## config.mk

```make
export PLATFORM = sky130hd
export DESIGN_NAME = reg_scoreboard_flat
export DESIGN_NICKNAME = d
export VERILOG_FILES = /design/src/rtl/reg_scoreboard_pkg.sv /design/src/rtl/reg_scoreboard_if.sv /design/src/rtl/reg_scoreboard_onehot_decode.sv /design/src/rtl/reg_scoreboard.sv /design/src/flat_wrapper.sv
export SDC_FILE = /design/constraint.sdc
export NUM_CORES = 1
export LEC_CHECK = 0
export CORE_ASPECT_RATIO = 2
export CORE_UTILIZATION = 54
export DETAILED_ROUTE_END_ITERATION = 8
export PLACE_DENSITY_LB_ADDON = 0.3
export SYNTH_ARGS = -nofsm -noshare
export SYNTH_HDL_FRONTEND = slang
export SYNTH_SLANG_ARGS = --single-unit
```

## constraint.sdc

```tcl
create_clock -name clk -period 4.9 [get_ports clk]
set_clock_uncertainty 0.05 [all_clocks]
set_input_delay 1.225 -clock clk [delete_from_list [all_inputs] [get_ports clk]]
set_output_delay 1.225 -clock clk [all_outputs]
set_load 0.01 [all_outputs]
```

## src/rtl/reg_scoreboard_pkg.sv

```systemverilog
// regfile_pkg: shared constants and types for the register scoreboard slice.
//   NUM_REGS  - number of architectural registers (power of two, >= 4)
//   ADDR_W    - register address width
//   ZERO_REG  - index of the hard-wired zero register (XZR), never tracked
//   CNT_W     - width of each per-register in-flight write counter
package regfile_pkg;

  localparam int NUM_REGS = 32;
  localparam int ADDR_W   = $clog2(NUM_REGS);
  localparam int ZERO_REG = NUM_REGS - 1;
  localparam int CNT_W    = 2;

  typedef logic [ADDR_W-1:0] reg_addr_t;
  typedef logic [CNT_W-1:0]  sb_cnt_t;

  // Typed copies of the constants so comparisons stay width-matched.
  localparam reg_addr_t ZERO_ADDR = reg_addr_t'(ZERO_REG);
  localparam sb_cnt_t   CNT_MAX   = '1;
  localparam sb_cnt_t   CNT_ONE   = sb_cnt_t'(1);

endpackage

```

## src/rtl/reg_scoreboard_if.sv

```systemverilog
// reg_scoreboard_if: issue / writeback / source-query bundle of the scoreboard.
//   master modport - pipeline side: drives issue, writeback and rs queries,
//                    receives ready, write enables, busy, stall, pending, err
//   slave modport  - scoreboard side, the mirror image
interface reg_scoreboard_if;
  import regfile_pkg::*;

  logic                issue_valid;
  reg_addr_t           issue_addr;
  logic                issue_ready;
  logic                wb_valid;
  reg_addr_t           wb_addr;
  logic [NUM_REGS-1:0] we_onehot;
  reg_addr_t           rs1_addr;
  reg_addr_t           rs2_addr;
  logic                rs1_busy;
  logic                rs2_busy;
  logic                stall;
  logic [NUM_REGS-1:0] pending;
  logic                err;

  modport master (
    output issue_valid, issue_addr, wb_valid, wb_addr, rs1_addr, rs2_addr,
    input  issue_ready, we_onehot, rs1_busy, rs2_busy, stall, pending, err
  );

  modport slave (
    input  issue_valid, issue_addr, wb_valid, wb_addr, rs1_addr, rs2_addr,
    output issue_ready, we_onehot, rs1_busy, rs2_busy, stall, pending, err
  );

endinterface

```

## src/rtl/reg_scoreboard_onehot_decode.sv

```systemverilog
// onehot_decode: parametrised N-bit address to 2^N one-hot decoder with enable.
//   addr   - binary address
//   en     - when low the output is all zeros
//   onehot - bit addr set when en is high
module onehot_decode #(
  parameter int N = 5
) (
  input  logic [N-1:0]      addr,
  input  logic              en,
  output logic [(2**N)-1:0] onehot
);

  // A single indexed set replaces the old fixed 2:4/3:8 decoder tree.
  always_comb begin
    onehot = '0;
    if (en) onehot[addr] = 1'b1;
  end

endmodule

```

## src/rtl/reg_scoreboard.sv

```systemverilog
// reg_scoreboard: register-file write-enable decoder plus per-register
// in-flight write scoreboard for the hazard unit.
//   clk   - system clock, rising edge
//   reset - asynchronous, active-high; clears all counts and err
//   sb    - reg_scoreboard_if.slave: issue (valid/addr/ready), writeback
//           (valid/addr), one-hot write enable, rs1/rs2 busy queries,
//           stall, pending vector and sticky err
// Optional macro SCOREBOARD_WB_BYPASS_EN: when defined, a source whose last
// pending write retires in the current cycle is reported not busy, matching
// a write-first register file.
module reg_scoreboard
  import regfile_pkg::*;
(
  input  logic               clk,
  input  logic               reset,
  reg_scoreboard_if.slave    sb
);

  sb_cnt_t             cnt [NUM_REGS];
  logic [NUM_REGS-1:0] inc_vec;
  logic [NUM_REGS-1:0] dec_vec;
  logic                wb_acc;
  logic                same_reg;
  logic                issue_acc;
  logic                issue_drop;
  logic                underflow;
  logic                rs1_raw;
  logic                rs2_raw;

  // Writebacks to XZR are invisible: no write enable and no count change.
  // Issue and writeback to the same register cancel out, so the issue is
  // allowed even when that register's counter is saturated.
  always_comb begin
    wb_acc     = sb.wb_valid && (sb.wb_addr != ZERO_ADDR);
    same_reg   = sb.issue_valid && wb_acc && (sb.issue_addr == sb.wb_addr);
    sb.issue_ready = same_reg || (cnt[sb.issue_addr] != CNT_MAX);
    issue_acc  = sb.issue_valid && sb.issue_ready && (sb.issue_addr != ZERO_ADDR);
    issue_drop = sb.issue_valid && !sb.issue_ready;
    underflow  = wb_acc && !same_reg && (cnt[sb.wb_addr] == '0);
  end

  // The writeback decoder doubles as the register-file write enable.
  onehot_decode #(.N(ADDR_W)) u_dec_wb (
    .addr   (sb.wb_addr),
    .en     (wb_acc),
    .onehot (dec_vec)
  );

  onehot_decode #(.N(ADDR_W)) u_dec_issue (
    .addr   (sb.issue_addr),
    .en     (issue_acc),
    .onehot (inc_vec)
  );

  assign sb.we_onehot = dec_vec;

  // Per-register counters. Both strobes on one register leave it alone;
  // a decrement at zero is an underflow and is ignored.
  always_ff @(posedge clk or posedge reset) begin
    if (reset) begin
      for (int i = 0; i < NUM_REGS; i++) cnt[i] <= '0;
    end else begin
      for (int i = 0; i < NUM_REGS; i++) begin
        if (inc_vec[i] && !dec_vec[i]) begin
          cnt[i] <= cnt[i] + CNT_ONE;
        end else if (dec_vec[i] && !inc_vec[i] && (cnt[i] != '0)) begin
          cnt[i] <= cnt[i] - CNT_ONE;
        end
      end
    end
  end

  // Sticky error: dropped issue at saturation or writeback underflow.
  always_ff @(posedge clk or posedge reset) begin
    if (reset) begin
      sb.err <= 1'b0;
    end else if (issue_drop || underflow) begin
      sb.err <= 1'b1;
    end
  end

  always_comb begin
    sb.pending = '0;
    for (int i = 0; i < NUM_REGS; i++) sb.pending[i] = (cnt[i] != '0);
  end

  // Busy from registered counts; XZR is never busy.
  always_comb begin
    rs1_raw = (sb.rs1_addr != ZERO_ADDR) && (cnt[sb.rs1_addr] != '0);
    rs2_raw = (sb.rs2_addr != ZERO_ADDR) && (cnt[sb.rs2_addr] != '0);
`ifdef SCOREBOARD_WB_BYPASS_EN
    sb.rs1_busy = rs1_raw && !(wb_acc && (sb.wb_addr == sb.rs1_addr) &&
                               (cnt[sb.rs1_addr] == CNT_ONE));
    sb.rs2_busy = rs2_raw && !(wb_acc && (sb.wb_addr == sb.rs2_addr) &&
                               (cnt[sb.rs2_addr] == CNT_ONE));
`else
    sb.rs1_busy = rs1_raw;
    sb.rs2_busy = rs2_raw;
`endif
    sb.stall = sb.rs1_busy || sb.rs2_busy || issue_drop;
  end

endmodule

```

## src/flat_wrapper.sv

```systemverilog
// flat-port wrapper written by rule: the top's interface ports become plain ports
module reg_scoreboard_flat import regfile_pkg::*;
  (clk, reset, sb_issue_valid, sb_issue_addr, sb_wb_valid, sb_wb_addr, sb_rs1_addr, sb_rs2_addr, sb_issue_ready, sb_we_onehot, sb_rs1_busy, sb_rs2_busy, sb_stall, sb_pending, sb_err);
  reg_scoreboard_if sb_i ();
  input  logic clk;
  input  logic reset;
  input wire logic [$bits(sb_i.issue_valid)-1:0] sb_issue_valid;
  input wire logic [$bits(sb_i.issue_addr)-1:0] sb_issue_addr;
  input wire logic [$bits(sb_i.wb_valid)-1:0] sb_wb_valid;
  input wire logic [$bits(sb_i.wb_addr)-1:0] sb_wb_addr;
  input wire logic [$bits(sb_i.rs1_addr)-1:0] sb_rs1_addr;
  input wire logic [$bits(sb_i.rs2_addr)-1:0] sb_rs2_addr;
  output wire logic [$bits(sb_i.issue_ready)-1:0] sb_issue_ready;
  output wire logic [$bits(sb_i.we_onehot)-1:0] sb_we_onehot;
  output wire logic [$bits(sb_i.rs1_busy)-1:0] sb_rs1_busy;
  output wire logic [$bits(sb_i.rs2_busy)-1:0] sb_rs2_busy;
  output wire logic [$bits(sb_i.stall)-1:0] sb_stall;
  output wire logic [$bits(sb_i.pending)-1:0] sb_pending;
  output wire logic [$bits(sb_i.err)-1:0] sb_err;
  assign sb_i.issue_valid = sb_issue_valid;
  assign sb_i.issue_addr = sb_issue_addr;
  assign sb_i.wb_valid = sb_wb_valid;
  assign sb_i.wb_addr = sb_wb_addr;
  assign sb_i.rs1_addr = sb_rs1_addr;
  assign sb_i.rs2_addr = sb_rs2_addr;
  assign sb_issue_ready = sb_i.issue_ready;
  assign sb_we_onehot = sb_i.we_onehot;
  assign sb_rs1_busy = sb_i.rs1_busy;
  assign sb_rs2_busy = sb_i.rs2_busy;
  assign sb_stall = sb_i.stall;
  assign sb_pending = sb_i.pending;
  assign sb_err = sb_i.err;
  reg_scoreboard u_core (.clk(clk), .reset(reset), .sb(sb_i));
endmodule
```

== Word level (Yosys, flattened, before mapping) ==
Cells that the tools add are included.

* Register bits: 65
* Latch bits: 0
* Memory bits (writable): 0
* Memory bits (read-only): 0
* Input bits: 24
* Output and inout port bits: 69
* Memories kept: 0

* $add $sub $neg: 64
* $mul: 0
* Divide/modulo/power cells: 0
* $lt $le $gt $ge: 8
* Equality and inequality tests: 6
* Shift-type cells: 0
* Mux-type cells: 82
* Bitwise operators: 4
* Reductions and logical operators: 245

{| class="wikitable"
|+ Operators with widths
! cell !! number
|-
| $mux 2 || 72
|-
| $reduce_bool 2->1 || 66
|-
| $logic_and 1x1->1 || 108
|-
| $logic_not 1->1 || 66
|-
| $add 2x1->2 const B || 32
|-
| $mux 32 || 2
|-
| $sub 2x1->2 const B || 32
|-
| $bmux 2 s5 || 4
|-
| $ge 6x6->1 const B || 4
|-
| $not 5->6 || 4
|-
| $ne 5x5->1 const B || 4
|-
| $lt 5x6->1 const B || 2
|-
| $demux 1 s5 || 2
|-
| $ge 5x1->1 const B || 2
|-
| $eq 5x5->1 || 1
|-
| $logic_or 1x1->1 || 4
|-
| $logic_not 2->1 || 1
|-
| $mux 1 || 2
|-
| $ne 2x2->1 const B || 1
|}

== Longest topological paths before layout ==
Gate-level depths: netlist (run 1).

* Depth after elaboration: 14
* Gate-level depth with buffers: 12
* Depth with buffers taken out: 8

== Cells and area by module ==
A second synthesis (run 1) with hierarchy kept.

* Cells, all modules: 747
* Area total of the unflattened synthesis: 5466.5 sq um

{| class="wikitable"
|+ Modules (own cells, without submodules)
! module !! instances !! cells an instance !! area an instance (sq um) !! seq. area each (sq um)
|-
| reg_scoreboard || 1 || 653 || 5006.1 || 1626.6
|-
| onehot_decode || 2 || 47 || 230.2 || 0.0
|}

== Least setup slack after synthesis (run 1) ==
Ideal clock, no wire load.

* Path type: input port to output port
* Start: in sb_issue_addr[4]
* End: out sb_stall
* Arrival: 3.081 ns
* Required time: 3.625 ns
* Path slack: 0.544 ns
* Cell stages on the path: 10
* Path buffers: 3
* Cells stage by stage: clkbuf_1 > nand2b_1 > a221o_1 > a2111oi_2 > nor4_1 > a32o_2 > buf_6 > buf_6 > nor2_1 > or3_1

* Longest elaborated chain between the ends: 9
* Elaborated cells on any way between the ends: 11
* Those cells by class: 2 x eq/ne; 3 x mux; 1 x bitwise; 5 x reduce/logical

{| class="wikitable"
|+ RTL lines
! item !! RTL line !! RTL
|-
| start, declared || flat_wrapper.sv:8 || <nowiki>input wire logic [$bits(sb_i.issue_addr)-1:0] sb_issue_addr;</nowiki>
|-
| $not 5->6 (not written as such) || reg_scoreboard.sv:36 || <nowiki>sb.issue_ready = same_reg || (cnt[sb.issue_addr] != CNT_MAX);</nowiki>
|-
| $bmux 2 s5 || reg_scoreboard.sv:36 ||
|-
| $mux 2 (not written as such) (2 in a row) || reg_scoreboard.sv:36 ||
|-
| $ne 2x2->1 || reg_scoreboard.sv:36 ||
|-
| $logic_or 1x1->1 * || reg_scoreboard.sv:36 ||
|-
| named net sb_issue_ready || flat_wrapper.sv:13 || <nowiki>output wire logic [$bits(sb_i.issue_ready)-1:0] sb_issue_ready;</nowiki>
|-
| $logic_not 1->1 * || reg_scoreboard.sv:38 || <nowiki>issue_drop = sb.issue_valid && !sb.issue_ready;</nowiki>
|-
| $logic_and 1x1->1 * || reg_scoreboard.sv:38 ||
|-
| $logic_or 1x1->1 * || reg_scoreboard.sv:100 || <nowiki>sb.stall = sb.rs1_busy || sb.rs2_busy || issue_drop;</nowiki>
|-
| end, declared || flat_wrapper.sv:17 || <nowiki>output wire logic [$bits(sb_i.stall)-1:0] sb_stall;</nowiki>
|}

Mark *: on every way through the listed nets, which the timed path passes. The rest lies on a longest branch. The select of a mux whose other input is x is not followed.

== Final worst setup path (run 1) ==
* Start: in sb_wb_addr[4]
* End: out sb_we_onehot[14]

* Longest elaborated chain between the ends: 5
* Elaborated cells on any way between the ends: 8
* Those cells by class: 2 x order compare; 1 x eq/ne; 3 x mux; 2 x reduce/logical

{| class="wikitable"
|+ RTL lines
! item !! RTL line !! RTL
|-
| start, declared || flat_wrapper.sv:10 || <nowiki>input wire logic [$bits(sb_i.wb_addr)-1:0] sb_wb_addr;</nowiki>
|-
| $lt 5x6->1 (not written as such) / $ge 5x1->1 (equally long branches) || reg_scoreboard_onehot_decode.sv:16 || <nowiki>if (en) onehot[addr] = 1'b1;</nowiki>
|-
| $logic_and 1x1->1 (not written as such) || reg_scoreboard_onehot_decode.sv:16 ||
|-
| $mux 1 (not written as such) || reg_scoreboard_onehot_decode.sv:16 ||
|-
| $demux 1 s5 || reg_scoreboard_onehot_decode.sv:16 ||
|-
| $mux 32 * || reg_scoreboard_onehot_decode.sv:16 ||
|-
| end, declared || flat_wrapper.sv:14 || <nowiki>output wire logic [$bits(sb_i.we_onehot)-1:0] sb_we_onehot;</nowiki>
|}

Every way passes the cells marked *; elsewhere a longest branch is shown, timed or not.

==> results of run 1 <==
-- worst min-delay path by stage --
stage | from | to | slack, ns | cells past startpoint
6_report | u_core.cnt[1]$_DFFE_PP0P_ | u_core.cnt[1]$_DFFE_PP0P_ | 0.36 | 0
5_1_grt | u_core.cnt[1]$_DFFE_PP0P_ | u_core.cnt[1]$_DFFE_PP0P_ | 0.37 | 0
4_1_cts | u_core.cnt[1]$_DFFE_PP0P_ | u_core.cnt[1]$_DFFE_PP0P_ | 0.36 | 0
3_5_place_dp | u_core.cnt[1]$_DFFE_PP0P_ | u_core.cnt[1]$_DFFE_PP0P_ | 0.34 | 0
3_3_place_gp | u_core.cnt[0]$_DFFE_PP0P_ | u_core.cnt[0]$_DFFE_PP0P_ | 0.35 | 0
2_1_floorplan | u_core.cnt[0]$_DFFE_PP0P_ | u_core.cnt[0]$_DFFE_PP0P_ | 0.40 | 1
-- stage by stage --
stage	power, mW	instances	util, %	area (um2)	setup TNS (ns)
final	2.30	908	73.6	7130	0
after detailed placement	1.58	891	69.7	6760	-0.530
after floorplan	1.23	648	-	5390	0
after CTS	2.28	908	73.2	7100	0
after global placement	1.55	891	69.7	6760	-0.433
after global routing	2.40	908	73.6	7130	0
-- what timing repair did --
action                     4_1_cts  5_1_grt
pin swaps                        3        1
cloned                           0        0
gates resized for setup          7        8
hold endpoints to repair         0        0
buffers inserted                 1        0
setup endpoints to repair        3        3
hold buffers                     0        0
-- worst max-delay path: cells and delay by family --
kind	cells	cell delay, ns
buf+inv	3	1.42
simple gates	3	0.88
-- registers in the layout, indices dropped and copies added (netlist names) --
signal	count
u_core.sb.err	1
u_core.cnt	64
-- Yosys cell counts, types with 7 or more instances --
cell	instances	area, um2
a211oi_1	24	180
a21oi_1	11	55.1
a22oi_1	7	52.6
a31oi_1	15	93.8
and3_1	8	50.1
and4_1	16	140
clkbuf_1	25	93.8
dfrtp_1	65	1630
inv_1	68	255
mux2i_1	11	110
mux4_2	26	586
nand2_1	41	154
nand3_1	33	165
nor2_1	92	345
nor2b_1	10	62.6
nor3_1	14	70.1
nor3b_1	10	75.1
nor4_1	8	50.1
o21a_1	14	105
o21ai_0	44	220
xnor2_1	13	114
-- layout by cell type, fill, tap and decap left out, types with 6 or more instances in the layout --
cell and count:
a211oi_1 24, a21oi_1 11, a22oi_1 7, a31oi_1 15, and3_1 8, and4_1 16, buf_4 56, clkbuf_16 9
clkdlybuf4s50_1 82, dfrtp_1 65, inv_1 66, mux2i_1 11, mux4_2 26, nand2_1 41, nand3_1 33, nor2_1 92
nor2b_1 10, nor3_1 14, nor3b_1 10, nor4_1 6, o21a_1 14, o21ai_0 44, o22a_1 6, xnor2_1 13
-- metal layers --
metal,global-route usage (%),wire length (um),vias up
met5,0,0,-
met1,44.7,6850,2841
met2,66.9,9970,309
li1,-,-,2589
met4,27.2,1400,0
met3,6.87,1410,92
-- cells by family after synthesis --
family	Yosys count
compound gates	151
xor+xnor	18
buf+inv	108
flops	65
mux	39
other cells	1
simple gates	266
-- area by class of cell --
cell class / instances / area (um2) / share of cell area (%)
tap: 132 / 165 / 2.31
sequential: 65 / 1630 / 22.8
clock buffer: 11 / 233 / 3.26
clock inverter: 5 / 80.1 / 1.12
multi-input combinational: 475 / 3350 / 47.0
timing repair buffer: 151 / 1420 / 19.9
inverter: 69 / 259 / 3.63
-- report_power, final --
part | total (mW) | switching [mW] | internal [mW]
Clock | 0.699 | 0.254 | 0.445
Combinational | 0.800 | 0.415 | 0.385
Sequential | 0.798 | 0.156 | 0.642
==> impl_metrics.py, run 1 <==
metrics = {
    "timing": {
        "timing.final.max_slew_violations": 0,
        "tightest_slew_ns": 1.07,
        "max_freq_ghz": 0.208,
        "post-route-min-period_ns": 4.80,
        "fin_ws_ns": 0.0962,
        "maxSlewHeadroom_pct": 27.9,
        "post-route-period-util_pct": 98.0,
        "rsz0062_at_grt": "no",
        "final_hold_viol_count": 0,
        "setup_violations": 0,
        "whs_ns": 0.356,
    },
    "cts": {
        "cts_tree": "done",
        "htreeDepth": 3,
        "cts_sinks": 65,
        "clk_pin_slew_worst_paths_ns": 0.06,
        "cts-root-buf": "clkbuf_16",
        "clock_latency_ns": 0.34,
        "cts_buffers": 9,
        "clockBufferDepth": 2,
    },
    "yosys": {
        "postSynthCellCount": 648,
        "synthAdderAreaFrac_pct": 0,
        "yosys_warnings": 0,
        "synth-xor-area-share_pct": 2.92,
        "synth_top_family_by_area": "simple AND/OR/NAND/NOR gates",
        "syn_avg_cell_area_um2": 8.32,
        "async_reset_ff_share_pct": 100,
        "synth_edf_count": 0,
        "synth_flop_cell": "dfrtp_1",
        "syn_area_mm2": 0.00539,
        "synthMuxAreaShare_pct": 13.3,
        "synth-seq-cells": 65,
        "synth-compound-area-share_pct": 19.5,
        "syn_nets": 672,
        "synth.distinct_cells": 60,
        "synth-simple-area-share_pct": 25.6,
        "yosysSeqAreaShare_pct": 30.2,
    },
    "detailed_routing": {
        "via_count": 5831,
        "wirelength_mm": 19.6,
        "viasPerCell": 6.42,
        "first_iter_violations": 647,
        "wl_per_cell_um": 21.6,
        "drc": 0,
        "first_pass_iters": 6,
        "ant_nets": 0,
    },
    "floorplanning": {
        "die-area_mm2": 0.0104,
        "dieHeight_um": 143,
        "placementRows": 51,
        "coreArea_mm2": 0.00970,
        "start_util_pct": 55.6,
        "io_pins": 93,
        "die_x_um": 72.7,
    },
    "setup_path": {
        "cpPeakStageDelay_ns": 0.60,
        "arrival_ns": 3.53,
        "cp_slowest_cell": "clkdlybuf4s50_1",
        "crit_required_ns": 3.62,
        "crit_start": "sb_wb_addr[4]",
        "r2r_slack_ns": 1.56,
        "start_kind": "input port",
        "r2r-end": "u_core.cnt[2]$_DFFE_PP0P_",
        "r2r_start": "u_core.cnt[13]$_DFFE_PP0P_",
        "reg2regPathDepth": 10,
        "critPathMaxFanout": 7,
        "crit_chain": "clkdlybuf4s50_1, buf_4, nor2b_1, nand2_1, nor2_1, clkdlybuf4s50_1",
        "crit_path_end_kind": "output port",
        "worst-setup-path-type": "in2out",
        "crit_end": "sb_we_onehot[14]",
        "crit_path_frequent_cell": "clkdlybuf4s50_1",
    },
    "cells_and_area": {
        "fillCellCount": 772,
        "nets": 795,
        "n_antenna_cell": 0,
        "layout-drive-gt1-share_pct": 16.2,
        "area_growth_syn_to_layout_pct": 32.3,
    },
    "pwr": {
        "vdd_drop_max_mv": 0.286,
        "powerDensity_mw_per_mm2": 322,
        "leakagePower_nw": 3.16,
    },
    "placement": {
        "gp_congestion": 1.01,
        "hpwl_mm": 14.9,
        "dp_worst_setup_slack_ns": -0.335,
        "io_buffer_count": 91,
    },
    "global_routing": {
        "grt_pass1_vias": 5697,
        "antenna_found_initial": 0,
        "grt_pass1_wl_mm": 30.5,
        "grt-ovfl-total": 0,
        "grt_usage_pct": 39.7,
        "grt_max_degree": 56,
    },
    "status": {
        "outcome": "complete, no violations",
    },
    "flow_run": {
        "drv_cap": 0,
    },
    "hold_path": {
        "hp-class": "reg2reg",
    },
}
Power figures use the tool's default switching activity.
==> run 2: changes to the inputs <==
--- a/config.mk
+++ b/config.mk
@@ -5,6 +5,7 @@
 export SDC_FILE = /design/constraint.sdc
 export NUM_CORES = 1
 export LEC_CHECK = 0
+export CAP_MARGIN = 20
 export CORE_ASPECT_RATIO = 2
 export CORE_UTILIZATION = 54
 export DETAILED_ROUTE_END_ITERATION = 8
==> results of run 2 <==
The final DEF is identical to that of run 1; final timing and power are the same.
==> run 3: changes to the inputs <==
--- a/config.mk
+++ b/config.mk
@@ -5,9 +5,11 @@
 export SDC_FILE = /design/constraint.sdc
 export NUM_CORES = 1
 export LEC_CHECK = 0
+export ABC_AREA = 1
 export CAP_MARGIN = 20
 export CORE_ASPECT_RATIO = 2
-export CORE_UTILIZATION = 54
+export CORE_MARGIN = 2
+export CORE_UTILIZATION = 55
 export DETAILED_ROUTE_END_ITERATION = 8
 export PLACE_DENSITY_LB_ADDON = 0.3
 export SYNTH_ARGS = -nofsm -noshare
==> run 3 against run 2 <==
  * Global-route usage rose by 1.3 points
  * Non-clock buffer count fell by 9
  * Total power rose by 29%
  * First-iteration DRC count rose by 43%
  * Area after synthesis rose by 7.1%
  * Cell area rose by 4.5%
  * Critical path depth rose by 5
  * Sequential share of layout area fell by 0.97 points
  * Core utilization fell by 1.5 points
  * Clock-buffer cell count fell by 1
  * Wire length rose by 22%
==> impl_metrics.py, run 3 <==
metrics = {
    "yosys": {
        "yosys.area.top_type_share_pct": 28.1,
        "synth.distinct_cells": 33,
        "synth-seq-cells": 65,
        "syn_area_mm2": 0.00578,
        "yosysSeqAreaShare_pct": 28.1,
        "syn_nets": 1036,
        "synth_flop_cell": "dfrtp_1",
        "synthTopCellsByArea": "dfrtp_1 (28%), nand2_1 (22%), nand3_1 (11%), inv_1 (9.5%), nor2_1 (8.2%)",
        "yosysTopAreaCell": "dfrtp_1",
        "synth_edf_count": 0,
        "postSynthCellCount": 1012,
        "async_reset_ff_share_pct": 100,
        "synthTopCellsByCount": "nand2_1 (343), inv_1 (147), nor2_1 (127)",
        "yosysMostFrequentCell": "nand2_1",
        "syn_avg_cell_area_um2": 5.71,
        "yosys_warnings": 0,
    },
    "cts": {
        "cts_tree": "done",
        "clock_latency_ns": 0.35,
        "htreeDepth": 3,
        "post-cts-setup-buffer-count": 0,
        "cts-root-buf": "clkbuf_16",
        "clk_pin_slew_worst_paths_ns": 0.06,
        "cts_sinks": 65,
        "cts_buffers": 9,
        "clockBufferDepth": 2,
    },
    "flow_run": {
        "drv_cap": 0,
    },
    "cells_and_area": {
        "multi_input_area_mm2": 0.00343,
        "area_growth_syn_to_layout_pct": 28.9,
        "fillCellCount": 912,
        "post-route-cell-area_mm2": 0.00745,
        "final_util_pct": 72.0,
        "top_register": "u_core.cnt",
        "layout-drive-gt1-share_pct": 8.08,
        "seqCellArea_mm2": 0.00163,
        "final_common_cell": "nand2_1",
        "layout_common_cells": "nand2_1 (343), inv_1 (145), nor2_1 (126), nand3_1 (124), clkdlybuf4s50_1 (90)",
        "largest_reg_flops": 64,
        "top_regs": "u_core.cnt: 64 flops, u_core.sb.err: 1 flops",
        "n_antenna_cell": 0,
        "nets": 1157,
    },
    "timing": {
        "post-route-period-util_pct": 97.8,
        "maxSlewHeadroom_pct": 54.3,
        "tightest_slew_ns": 0.685,
        "rsz0062_at_grt": "no",
        "timing.final.max_slew_violations": 0,
        "post-route-min-period_ns": 4.79,
        "setup_violations": 0,
        "max_freq_ghz": 0.209,
        "tns_ns": 0,
        "final_hold_viol_count": 0,
    },
    "setup_path": {
        "crit_path_end_kind": "output port",
        "crit_required_ns": 3.62,
        "crit_start": "sb_issue_addr[4]",
        "crit_end": "sb_stall",
        "arrival_ns": 3.52,
        "start_kind": "input port",
        "r2r_start": "u_core.cnt[34]$_DFFE_PP0P_",
        "critPathMaxFanout": 6,
        "r2r_slack_ns": 1.90,
        "r2r-end": "u_core.cnt[51]$_DFFE_PP0P_",
        "worst-setup-path-type": "in2out",
        "reg2regPathDepth": 16,
    },
    "floorplanning": {
        "placementRows": 53,
        "io_pins": 93,
        "dieHeight_um": 149,
        "coreArea_mm2": 0.0103,
        "die-area_mm2": 0.0114,
        "start_util_pct": 55.9,
        "die_x_um": 76.5,
    },
    "global_routing": {
        "grt_pass1_vias": 7277,
        "grt_max_degree": 47,
        "antenna_found_initial": 0,
        "grt-ovfl-total": 0,
        "grt_usage_pct": 41.0,
        "grt_pass1_wl_mm": 36.4,
    },
    "placement": {
        "io_buffer_count": 91,
        "hpwl_mm": 17.9,
        "post_dp_cell_area_mm2": 0.00712,
        "gp_congestion": 1.08,
    },
    "pwr": {
        "vdd_drop_max_mv": 0.258,
        "leakagePower_nw": 3.62,
        "powerDensity_mw_per_mm2": 398,
    },
    "status": {
        "outcome": "complete, no violations",
    },
    "detailed_routing": {
        "first_iter_violations": 927,
        "drc": 0,
        "via_count": 7726,
        "first_pass_iters": 8,
        "wirelength_mm": 23.9,
        "wl_per_cell_um": 18.7,
        "ant_nets": 0,
        "viasPerCell": 6.06,
    },
    "hold_path": {
        "hp-class": "reg2reg",
    },
}
## run 3: cell count changes after synthesis, moves of 30 or more
cell,change
nor2_1,+35
o21ai_1,+30
nand3_1,+91
nand2_1,+302
inv_1,+79
## run 3: worst min path at each step
stage	startpoint	endpoint	slack, ns	cells past startpoint
finish	u_core.cnt[0]$_DFFE_PP0P_	u_core.cnt[0]$_DFFE_PP0P_	0.36	0
global route	u_core.cnt[0]$_DFFE_PP0P_	u_core.cnt[0]$_DFFE_PP0P_	0.37	0
CTS	u_core.cnt[0]$_DFFE_PP0P_	u_core.cnt[0]$_DFFE_PP0P_	0.36	0
detailed placement	u_core.cnt[0]$_DFFE_PP0P_	u_core.cnt[0]$_DFFE_PP0P_	0.34	0
global placement	u_core.cnt[0]$_DFFE_PP0P_	u_core.cnt[0]$_DFFE_PP0P_	0.35	0
floorplan	u_core.cnt[1]$_DFFE_PP0P_	u_core.cnt[1]$_DFFE_PP0P_	0.39	1
## run 3: report_power, final
part / switching [mW] / internal (mW)
combinational: 0.863 / 0.538
clock: 0.274 / 0.409
sequential: 0.185 / 0.698
## run 3: final cells by class
class / count / share of cell area [%]
clock buffer: 10 / 3.21
inverter: 154 / 7.76
timing repair buffer: 142 / 18.0
multi-input combinational: 761 / 46.0
sequential: 65 / 21.8
clock inverter: 6 / 0.907
tap: 137 / 2.30
## run 3: through the flow
stage	hold slack [ns]	total power, mW	instances	setup slack [ns]
floorplan	0.392	1.60	1012	0.960
global placement	0.354	2.20	1258	-0.000354
detailed placement	0.342	2.23	1258	-0.00246
CTS	0.357	2.91	1274	0.0286
global route	0.368	3.10	1275	0.0270
finish	0.357	2.97	1275	0.109
## run 3: kinds of logic (layout without fill, tap and decap cells)
family	count (synthesis)	after routing	share of synthesized area, %
xor+xnor	2	2	0.303
flops	65	65	28.1
buf+inv	186	312	12.5
compound gates	113	113	11.6
simple gates	645	645	47.3
other cells	1	1	0.0649
## run 3: routing by layer
| metal | track usage [%] | share of wire, % | vias up |
|---|---|---|---|
| li1 | - | - | 3468 |
| met1 | 45.3 | 34 | 3486 |
| met2 | 67.4 | 46 | 600 |
| met3 | 7.51 | 10 | 172 |
| met4 | 35.0 | 10 | 0 |
| met5 | 0 | 0 | - |
## run 3: timing repair
item                       in CTS  in global routing
gates cloned                    0                  1
setup endpoints to repair       1                  1
pin swaps                       0                  0
resized for setup               1                  2
hold buffers                    0                  0
## run 3: critical path: stages
cell and delay, ns:
clkdlybuf4s50_1 0.56, nor3_2 0.42, nand2_1 0.17, nand2_1 0.09, nor2_1 0.04, nand2_1 0.06
nand3_1 0.12, nor2_2 0.18, nor2_1 0.07, nand2_1 0.06, clkdlybuf4s50_1 0.53
